$ cat src/rtl/aes192_pkg.sv
// Shared AES-192 key-schedule constants, word/state types and GF(2^8) doubling.
// Latency: n/a (declarations only).
// Backpressure: n/a.
package aes192_pkg;

    localparam int NK = 6;
    localparam int NR = 12;
    localparam int NW = 4 * (NR + 1);

    typedef logic [31:0] word_t;

    typedef enum logic [1:0] {
        IDLE,
        EXPAND,
        DONE
    } state_t;

    // Multiply by x in GF(2^8) modulo x^8+x^4+x^3+x+1; walks rcon 01,02,04,...
    function automatic logic [7:0] xtime(input logic [7:0] b);
        return {b[6:0], 1'b0} ^ (b[7] ? 8'h1b : 8'h00);
    endfunction

endpackage

$ cat src/rtl/aes_sbox.sv
// Forward AES S-box, one byte in, one byte out.
// Latency: combinational, zero cycles.
// Backpressure: none; pure function of the input byte.
module aes_sbox (
    input  logic [7:0] val,
    output logic [7:0] sub
);

    localparam logic [7:0] SBOX [256] = '{
        8'h63, 8'h7c, 8'h77, 8'h7b, 8'hf2, 8'h6b, 8'h6f, 8'hc5, 8'h30, 8'h01, 8'h67, 8'h2b, 8'hfe, 8'hd7, 8'hab, 8'h76,
        8'hca, 8'h82, 8'hc9, 8'h7d, 8'hfa, 8'h59, 8'h47, 8'hf0, 8'had, 8'hd4, 8'ha2, 8'haf, 8'h9c, 8'ha4, 8'h72, 8'hc0,
        8'hb7, 8'hfd, 8'h93, 8'h26, 8'h36, 8'h3f, 8'hf7, 8'hcc, 8'h34, 8'ha5, 8'he5, 8'hf1, 8'h71, 8'hd8, 8'h31, 8'h15,
        8'h04, 8'hc7, 8'h23, 8'hc3, 8'h18, 8'h96, 8'h05, 8'h9a, 8'h07, 8'h12, 8'h80, 8'he2, 8'heb, 8'h27, 8'hb2, 8'h75,
        8'h09, 8'h83, 8'h2c, 8'h1a, 8'h1b, 8'h6e, 8'h5a, 8'ha0, 8'h52, 8'h3b, 8'hd6, 8'hb3, 8'h29, 8'he3, 8'h2f, 8'h84,
        8'h53, 8'hd1, 8'h00, 8'hed, 8'h20, 8'hfc, 8'hb1, 8'h5b, 8'h6a, 8'hcb, 8'hbe, 8'h39, 8'h4a, 8'h4c, 8'h58, 8'hcf,
        8'hd0, 8'hef, 8'haa, 8'hfb, 8'h43, 8'h4d, 8'h33, 8'h85, 8'h45, 8'hf9, 8'h02, 8'h7f, 8'h50, 8'h3c, 8'h9f, 8'ha8,
        8'h51, 8'ha3, 8'h40, 8'h8f, 8'h92, 8'h9d, 8'h38, 8'hf5, 8'hbc, 8'hb6, 8'hda, 8'h21, 8'h10, 8'hff, 8'hf3, 8'hd2,
        8'hcd, 8'h0c, 8'h13, 8'hec, 8'h5f, 8'h97, 8'h44, 8'h17, 8'hc4, 8'ha7, 8'h7e, 8'h3d, 8'h64, 8'h5d, 8'h19, 8'h73,
        8'h60, 8'h81, 8'h4f, 8'hdc, 8'h22, 8'h2a, 8'h90, 8'h88, 8'h46, 8'hee, 8'hb8, 8'h14, 8'hde, 8'h5e, 8'h0b, 8'hdb,
        8'he0, 8'h32, 8'h3a, 8'h0a, 8'h49, 8'h06, 8'h24, 8'h5c, 8'hc2, 8'hd3, 8'hac, 8'h62, 8'h91, 8'h95, 8'he4, 8'h79,
        8'he7, 8'hc8, 8'h37, 8'h6d, 8'h8d, 8'hd5, 8'h4e, 8'ha9, 8'h6c, 8'h56, 8'hf4, 8'hea, 8'h65, 8'h7a, 8'hae, 8'h08,
        8'hba, 8'h78, 8'h25, 8'h2e, 8'h1c, 8'ha6, 8'hb4, 8'hc6, 8'he8, 8'hdd, 8'h74, 8'h1f, 8'h4b, 8'hbd, 8'h8b, 8'h8a,
        8'h70, 8'h3e, 8'hb5, 8'h66, 8'h48, 8'h03, 8'hf6, 8'h0e, 8'h61, 8'h35, 8'h57, 8'hb9, 8'h86, 8'hc1, 8'h1d, 8'h9e,
        8'he1, 8'hf8, 8'h98, 8'h11, 8'h69, 8'hd9, 8'h8e, 8'h94, 8'h9b, 8'h1e, 8'h87, 8'he9, 8'hce, 8'h55, 8'h28, 8'hdf,
        8'h8c, 8'ha1, 8'h89, 8'h0d, 8'hbf, 8'he6, 8'h42, 8'h68, 8'h41, 8'h99, 8'h2d, 8'h0f, 8'hb0, 8'h54, 8'hbb, 8'h16
    };

    assign sub = SBOX[val];

endmodule

$ cat src/rtl/aes192_dec_key_sched.sv
// AES-192 key expansion (one word per clock) serving round keys in decrypt order.
// Latency: 46 cycles start-to-ready; rd_key registered one cycle after rd_round.
// Backpressure: none; a start during expansion is dropped, reads return 0 until ready.
module aes192_dec_key_sched #(
    parameter int NK = aes192_pkg::NK,
    parameter int NR = aes192_pkg::NR,
    parameter int NW = aes192_pkg::NW
) (
    input  logic         clk,
    input  logic         rst_n,
    input  logic         start,
    input  logic [191:0] key_in,
    output logic         busy,
    output logic         ready,
    input  logic [3:0]   rd_round,
    output logic [127:0] rd_key
);

    import aes192_pkg::*;

    state_t     state;
    state_t     state_nxt;
    logic       accept;

    word_t      w [NW];
    logic [5:0] idx;
    logic [2:0] phase;
    logic [7:0] rcon;

    word_t      prev;
    word_t      rot;
    word_t      sub;
    word_t      temp;

    logic [3:0] k;
    logic [5:0] base;

    // Next state and status outputs; busy/ready depend only on the state register.
    always_comb begin
        state_nxt = state;
        accept    = 1'b0;
        busy      = 1'b0;
        ready     = 1'b0;
        case (state)
            IDLE: begin
                if (start) begin
                    accept    = 1'b1;
                    state_nxt = EXPAND;
                end
            end
            EXPAND: begin
                busy = 1'b1;
                if (idx == 6'(NW - 1)) begin
                    state_nxt = DONE;
                end
            end
            DONE: begin
                ready = 1'b1;
                if (start) begin
                    accept    = 1'b1;
                    state_nxt = EXPAND;
                end
            end
            default: state_nxt = IDLE;
        endcase
    end

    // State register.
    always_ff @(posedge clk) begin
        if (!rst_n) begin
            state <= IDLE;
        end else begin
            state <= state_nxt;
        end
    end

    // Word index, wrapping mod-NK phase and round constant.
    always_ff @(posedge clk) begin
        if (!rst_n || accept) begin
            idx   <= 6'(NK);
            phase <= 3'd0;
            rcon  <= 8'h01;
        end else if (state == EXPAND) begin
            idx   <= idx + 6'd1;
            phase <= (phase == 3'(NK - 1)) ? 3'd0 : phase + 3'd1;
            if (phase == 3'd0) begin
                rcon <= xtime(rcon);
            end
        end
    end

    // Temp word: RotWord/SubWord/Rcon applied at the start of every NK-word group.
    assign prev = w[idx - 6'd1];
    assign rot  = {prev[23:0], prev[31:24]};

    for (genvar b = 0; b < 4; b++) begin : g_subword
        aes_sbox u_sbox (
            .val (rot[8*b +: 8]),
            .sub (sub[8*b +: 8])
        );
    end

    assign temp = (phase == 3'd0) ? (sub ^ {rcon, 24'h0}) : prev;

    // Word store: cipher key on accept, then one expanded word per EXPAND cycle.
    always_ff @(posedge clk) begin
        if (accept) begin
            for (int j = 0; j < NK; j++) begin
                w[j] <= key_in[32*(NK-1-j) +: 32];
            end
        end else if (state == EXPAND) begin
            w[idx] <= w[idx - 6'(NK)] ^ temp;
        end
    end

    // Decrypt round r uses expansion key NR-r; zero whenever the store is not valid.
    assign k    = 4'(NR) - rd_round;
    assign base = {k, 2'b00};

    // Registered read port.
    always_ff @(posedge clk) begin
        if (!rst_n) begin
            rd_key <= '0;
        end else if (ready && (rd_round <= 4'(NR))) begin
            rd_key <= {w[base], w[base + 6'd1], w[base + 6'd2], w[base + 6'd3]};
        end else begin
            rd_key <= '0;
        end
    end

endmodule
$ cat config.mk
export PLATFORM = sky130hd
export DESIGN_NAME = aes192_dec_key_sched
export DESIGN_NICKNAME = d
export VERILOG_FILES = /design/src/rtl/aes192_pkg.sv /design/src/rtl/aes_sbox.sv /design/src/rtl/aes192_dec_key_sched.sv
export SDC_FILE = /design/constraint.sdc
export NUM_CORES = 2
export LEC_CHECK = 0
export BUFFER_PORTS_ARGS = -buffer_cell sky130_fd_sc_hd__buf_2
export CAP_MARGIN = 10
export CORE_MARGIN = 2
export CORE_UTILIZATION = 40
export CTS_BUF_LIST = sky130_fd_sc_hd__clkbuf_4
export DETAILED_ROUTE_END_ITERATION = 10
export SLEW_MARGIN = 40
export SYNTH_ARGS = -nofsm -noshare
export SYNTH_HDL_FRONTEND = slang
export SYNTH_SLANG_ARGS = --single-unit
$ cat constraint.sdc
create_clock -name clk -period 8.3 [get_ports clk]
set_input_delay 1.66 -clock clk [delete_from_list [all_inputs] [get_ports clk]]
set_output_delay 1.66 -clock clk [all_outputs]
set_load 0.03 [all_outputs]
### Word level (Yosys, flattened, before mapping)

Memory sizes are Yosys's and may differ from the RTL's. A register that Yosys moved wholly into a read port is not among the register bits.
Index checks and enable logic that the tools add are counted.

* add/subtract/negate cells: 8
* reduce and logical (&&, ||, !) cells: 14
* multiplexer cells: 25
* order comparisons: 5
* bitwise operators: 7
* equal/unequal tests: 6

Operators by type and width (count)
* $mux 32: 2
* $mux 8: 8
* $xor 32x32->32: 2
* $ge 9x9->1 const B: 4
* $not 8->9: 4
* $reduce_or 32->1: 1
* $add 6x1->6 const B: 2
* $add 6x2->6 const B: 2
* $mux 1: 9
* $xor 8x5->8: 1
* $eq 6x6->1 const B: 1
* $mux 6: 1
* $reduce_and 2->1: 3
* $sub 6x1->6 const B: 1
* $sub 6x3->6 const B: 1
* $logic_not 1->1: 5
* $mux 5: 1
* $le 4x4->1 const B: 1
* $mux 2: 2
* $pmux 2 s2: 1
* $sub 4x4->4 const A: 1
* $add 3x1->3 const B: 1
* $eq 3x3->1 const B: 1
* $logic_not 3->1: 1
* other kinds (9): 9

* memories: 5
* bits in registers: 19
* memory bits (read-only): 8192
* memory bits (writable): 1664
* output and inout bits: 130
* bits of input ports: 199
* word-level logic and storage cells: 74

Memory list
* (name not given): words 256, width 8, rd ports 1, clocked after memory_dff 0, wr ports 0, RTL line aes_sbox.sv:28 `assign sub = SBOX[val];`
* (name not given): words 256, width 8, rd ports 1, clocked after memory_dff 0, wr ports 0, RTL line aes_sbox.sv:28
* (name not given): words 256, width 8, rd ports 1, clocked after memory_dff 0, wr ports 0, RTL line aes_sbox.sv:28
* (name not given): words 256, width 8, rd ports 1, clocked after memory_dff 0, wr ports 0, RTL line aes_sbox.sv:28
* w: words 52, width 32, rd ports 6, clocked after memory_dff 4, wr ports 6, RTL line aes192_dec_key_sched.sv:25 `word_t w [NW];`

### Depth between registers and ports, before layout

An unclocked memory read counts as a cell.

* word-level depth: 10
* depth in mapped cells: 30

### Hierarchy

Synthesis repeated with hierarchy kept, for this count alone.

* cells, all modules: 8410
* area total of the unflattened synthesis: 117657.8 µm²

Modules (own cells, without submodules)
* aes192_dec_key_sched: sequential area each 56754.4 µm², cells an instance 6382, times used 1, area each 104940.6 µm²
* aes_sbox: sequential area each 0.0 µm², cells an instance 507, times used 4, area each 3179.3 µm²

### Least setup slack after synthesis

No wires, ideal clock.

* kind: flip-flop to flip-flop
* start: register idx[1]
* end: memory w[0][10] (netlist bit), data pin
* arrival time: 8515 ps
* cell stages (with the launch flop): 27
* required time: 8157 ps
* setup slack: -358 ps
* cells stage by stage: dfxtp_1 > clkbuf_1 > clkbuf_1 > clkbuf_1 > buf_1 > inv_1 > ha_1 > buf_4 > buf_6 > buf_4 > buf_6 > buf_2 > mux4_2 > mux4_2 > mux4_2 > buf_2 > buf_2 > ha_1 > clkbuf_1 > a211oi_1 > o21ai_0 > a311oi_1 > a21oi_1 > o22a_1 > a31oi_1 > xor2_1 > mux2_2

RTL lines
* start, declared: RTL line aes192_dec_key_sched.sv:26 `logic [5:0] idx;`
* start signal, assigned: RTL line aes192_dec_key_sched.sv:80 `idx <= 6'(NK);`
* start signal, assigned: RTL line aes192_dec_key_sched.sv:84 `idx <= idx + 6'd1;`
* end, declared: RTL line aes192_dec_key_sched.sv:25

==> summary.md <==
| Metric | Value |
|---|---|
| Status | complete, no violations |
| Post-synthesis cell type count | about 110 |
| Tot GR Track Use | 34.00% |
| Total gr overflow | 0 |
| Final Util | 45.37% |
| Vias/cell | 7.273 |
| Num CTS Buffers | 470 |
| Slew headroom | between 30% and 40% |
| Starting DRT DRC Count | ~17,000 |
| CTS tree | built |
| Leading post-synthesis cells by cell area | edfxtp_1 46%, mux4_2 28%, mux2i_1 3.7% |
| PnR worst setup slack | ~0.30 ns |
| Hold wc startpoint | rcon[1] |
| Vias in the first global route | 89,561 |
| Ys flop type | edfxtp_1 |
| Footprint of the multi-input gates | 0.05815 sq mm |
| Pins Over Slew Limit | 0 |
| Syn Nets | 8,147 |
| Die ar. | 0.2993 sq mm |
| Fin. Hold Viols | 0 |
| Post-synthesis register bit count | 1,939 |
| DP HPWL | roughly 340 mm |
| CP endpoint kind | flop |
| Final setup fails | 0 |
| Most common cell in the netlist | edfxtp_1 |
| R2R cell count | 20 |
| First-pass GRT wire length | 718.1 mm |
| Die W | 547.0 um |
| Leakage power | 44.60 nW |
| Worst hold path class | reg -> reg |
| Worst slew pin tran | 1.001 ns |
| Final WL | ~520 mm |
| Drt drc | 0 |
| Finished Cell Area | 0.1332 sq mm |
| TritonRoute pass-1 iters | 7 |
| PD cells | ~240 mW/mm^2 |
| Mean Syn Cell Area | roughly 15 sq um |
| Fillers | around 26,000 |
| Worst R2R Setup Slack | 0.30 ns |
| Synth area leader | edfxtp_1 |
| Register area share after synthesis | 48.11% |
| Sequential cell area | 0.05676 sq mm |
| Data arrival, critical path | ~9 ns |
| Final min period | approximately 8 ns |
| Initial antenna violation count | 36 |
| Initial core utilization | 40.18% |
| Layout Skew | 0.1644 ns |
| Setup Fix Bufs, Post-CTS | 0 |
| Drt wl/cell | roughly 40 um |
| Root Buffer | clkbuf_4 |
| Rows | 199 |
| # hold bufs at CTS | 0 |
| Clock-pin slew on the worst setup and hold paths | 0.07 ns |
| Largest net degree at the start of global routing | 117 |
| Max clock buf depth | 4 |
| Peak supply drop | 234.8 uV |
| Mapped Area | 0.1180 sq mm |
| Synthesis Warnings | 0 |
| Fmax | 0.1250 GHz |
| FF-to-FF End | w[44][22] |
| Startpoint Class | flop |
| Area after DPL | 0.1269 sq mm |
| EDFF count, synth | between 1,500 and 2,000 |
| Unrepaired setup endpoints after global routing | false |
| Required @ worst endpoint | 9.31 ns |
| Synth top area share | a little under half |
| Clock latency on the worst-skew pair | 1.41 ns |
| WHS Endpoint | rcon[2] |
| I/O Pins | approximately 330 |
| Core area | 0.2936 sq mm |
| Share of layout cells above drive strength 1 | between 30% and 40% |
| DIE HEIGHT | ~550 um |
| Worst setup path category | reg -> reg |
| GP Congestion | approximately 1.1 |
| Setup TNS | 0 ns |
| Ratio of final minimum period to clock period | 96.37% |
| Nets | ~8,700 |
| Total number of vias | 92,758 |
| Area Growth Syn to Fin | 12.92% |
| Synth Instances | 7,883 |
| Sink count of the clock tree | 1,939 |
| Port bufs | 328 |
| Dpl ws | 0.7570 ns |
| Fraction of registers with async set/reset | 0% |
| Number of max-cap violations | 0 |
| Commonest cells post-synth | 1,792 x edfxtp_1, 1,444 x mux4_2, 462 x nand2_1 |
| Detail Route Antenna Nets | 0 |
| Reg2Reg Launch Point | idx[0] |
| Post-CTS Resized | 0 |
| H-Tree Depth | 5 |
| Hold depth | 2 |
| Critical-path maximum fanout | 50 |
through the flow:
step	total power, mW	std cells	hold slack [ns]
2_1_floorplan	18.85	7883	0.4533
3_3_place_gp	22.90	11815	0.4818
3_5_place_dp	23.02	11864	0.4855
4_1_cts	31.02	12727	0.4645
5_1_grt	32.34	12741	0.5194
6_report	31.37	12753	0.4960
sequential cells by signal (all words and copies together), names as in the netlist:
name	cells
w	1792
rd_key	128
rcon	8
idx	6
phase	3
state	2
metal layers:
layer	up-vias	track usage, %	wire length, um
li1	34664	-	-
met1	46992	41.90	175100
met2	9023	49.61	225400
met3	2049	14.03	82410
met4	30	21.09	39460
met5	-	0	231
cell families (layout without fill, tap and decap cells):
| group | after synthesis | in the layout | share of synthesized area, % |
|---|---|---|---|
| XOR/XNOR | 65 | 65 | 0.5749 |
| AO/OA/AOI/OAI | 1575 | 1575 | 9.379 |
| multiplexers | 2010 | 2010 | 32.52 |
| flip-flops | 1939 | 1939 | 48.11 |
| other | 0 | 19 | 0 |
| AND/OR/NAND/NOR | 1367 | 1367 | 5.152 |
| adder cells (fa/ha/maj) | 65 | 65 | 0.6895 |
| buffers and inverters | 862 | 1794 | 3.571 |
worst max-delay path by stage:
stage	start	endpoint	slack [ns]
finish	idx[0]	w[44][22]	0.30
global route	idx[1]	w[28][20]	0.34
CTS	idx[0]	w[44][22]	0.70
detailed placement	idx[0]	w[54][20]	0.76
global placement	idx[0]	w[7][22]	0.22
floorplan	idx[1]	w[0][2]	0.13
worst max-delay path, cell delays in order, from the launching register on:
cell     delay (ns)
dfxtp_4        0.52
inv_2          0.10
ha_4           0.48
buf_12         0.24
buf_12         0.21
buf_12         0.21
mux4_2         0.52
mux4_2         0.51
mux4_2         0.70
buf_4          0.34
ha_1           0.60
inv_1          0.27
nor2_1         0.22
buf_4          0.22
o31ai_1        0.08
a22oi_1        0.32
a31oi_1        0.14
nor4_1         0.55
a22o_1         0.58
xor2_2         0.17
inv_2          0.56
final cells by class:
cell class                      count  share of cell area (%)
Clock buffer                      657                   3.703
Clock inverter                    206                  0.8548
Multi-Input combinational cell   5082                   43.65
Tap cell                         3919                   3.681
Timing Repair Buffer              863                   5.262
Inverter                           68                  0.1935
Antenna cell                       19                 0.03570
Sequential cell                  1939                   42.62
layout by cell type, fill, tap and decap left out, types with 55 or more instances in the layout:
cell,instances
a211oi_1,339
a21oi_1,245
a31oi_1,66
buf_2,328
buf_4,417
clkbuf_4,657
clkinv_1,130
clkinv_2,55
dfxtp_1,144
edfxtp_1,1792
ha_1,62
mux2_2,122
mux2i_1,440
mux4_2,1442
nand2_1,455
nand3_1,126
nor2_1,393
nor2_4,56
nor3_1,98
o211ai_1,88
o21ai_0,225
o21ai_1,80
power breakdown:
group / internal [mW] / leakage (nW) / switching [mW]
Clock: 3.99 / 3.62 / 4.13
Sequential: 12.8 / 17.4 / 0.103
Combinational: 3.23 / 23.6 / 7.13
Total: 20.0 / 44.6 / 11.4
No activity file was read; power rests on OpenSTA's default activity.
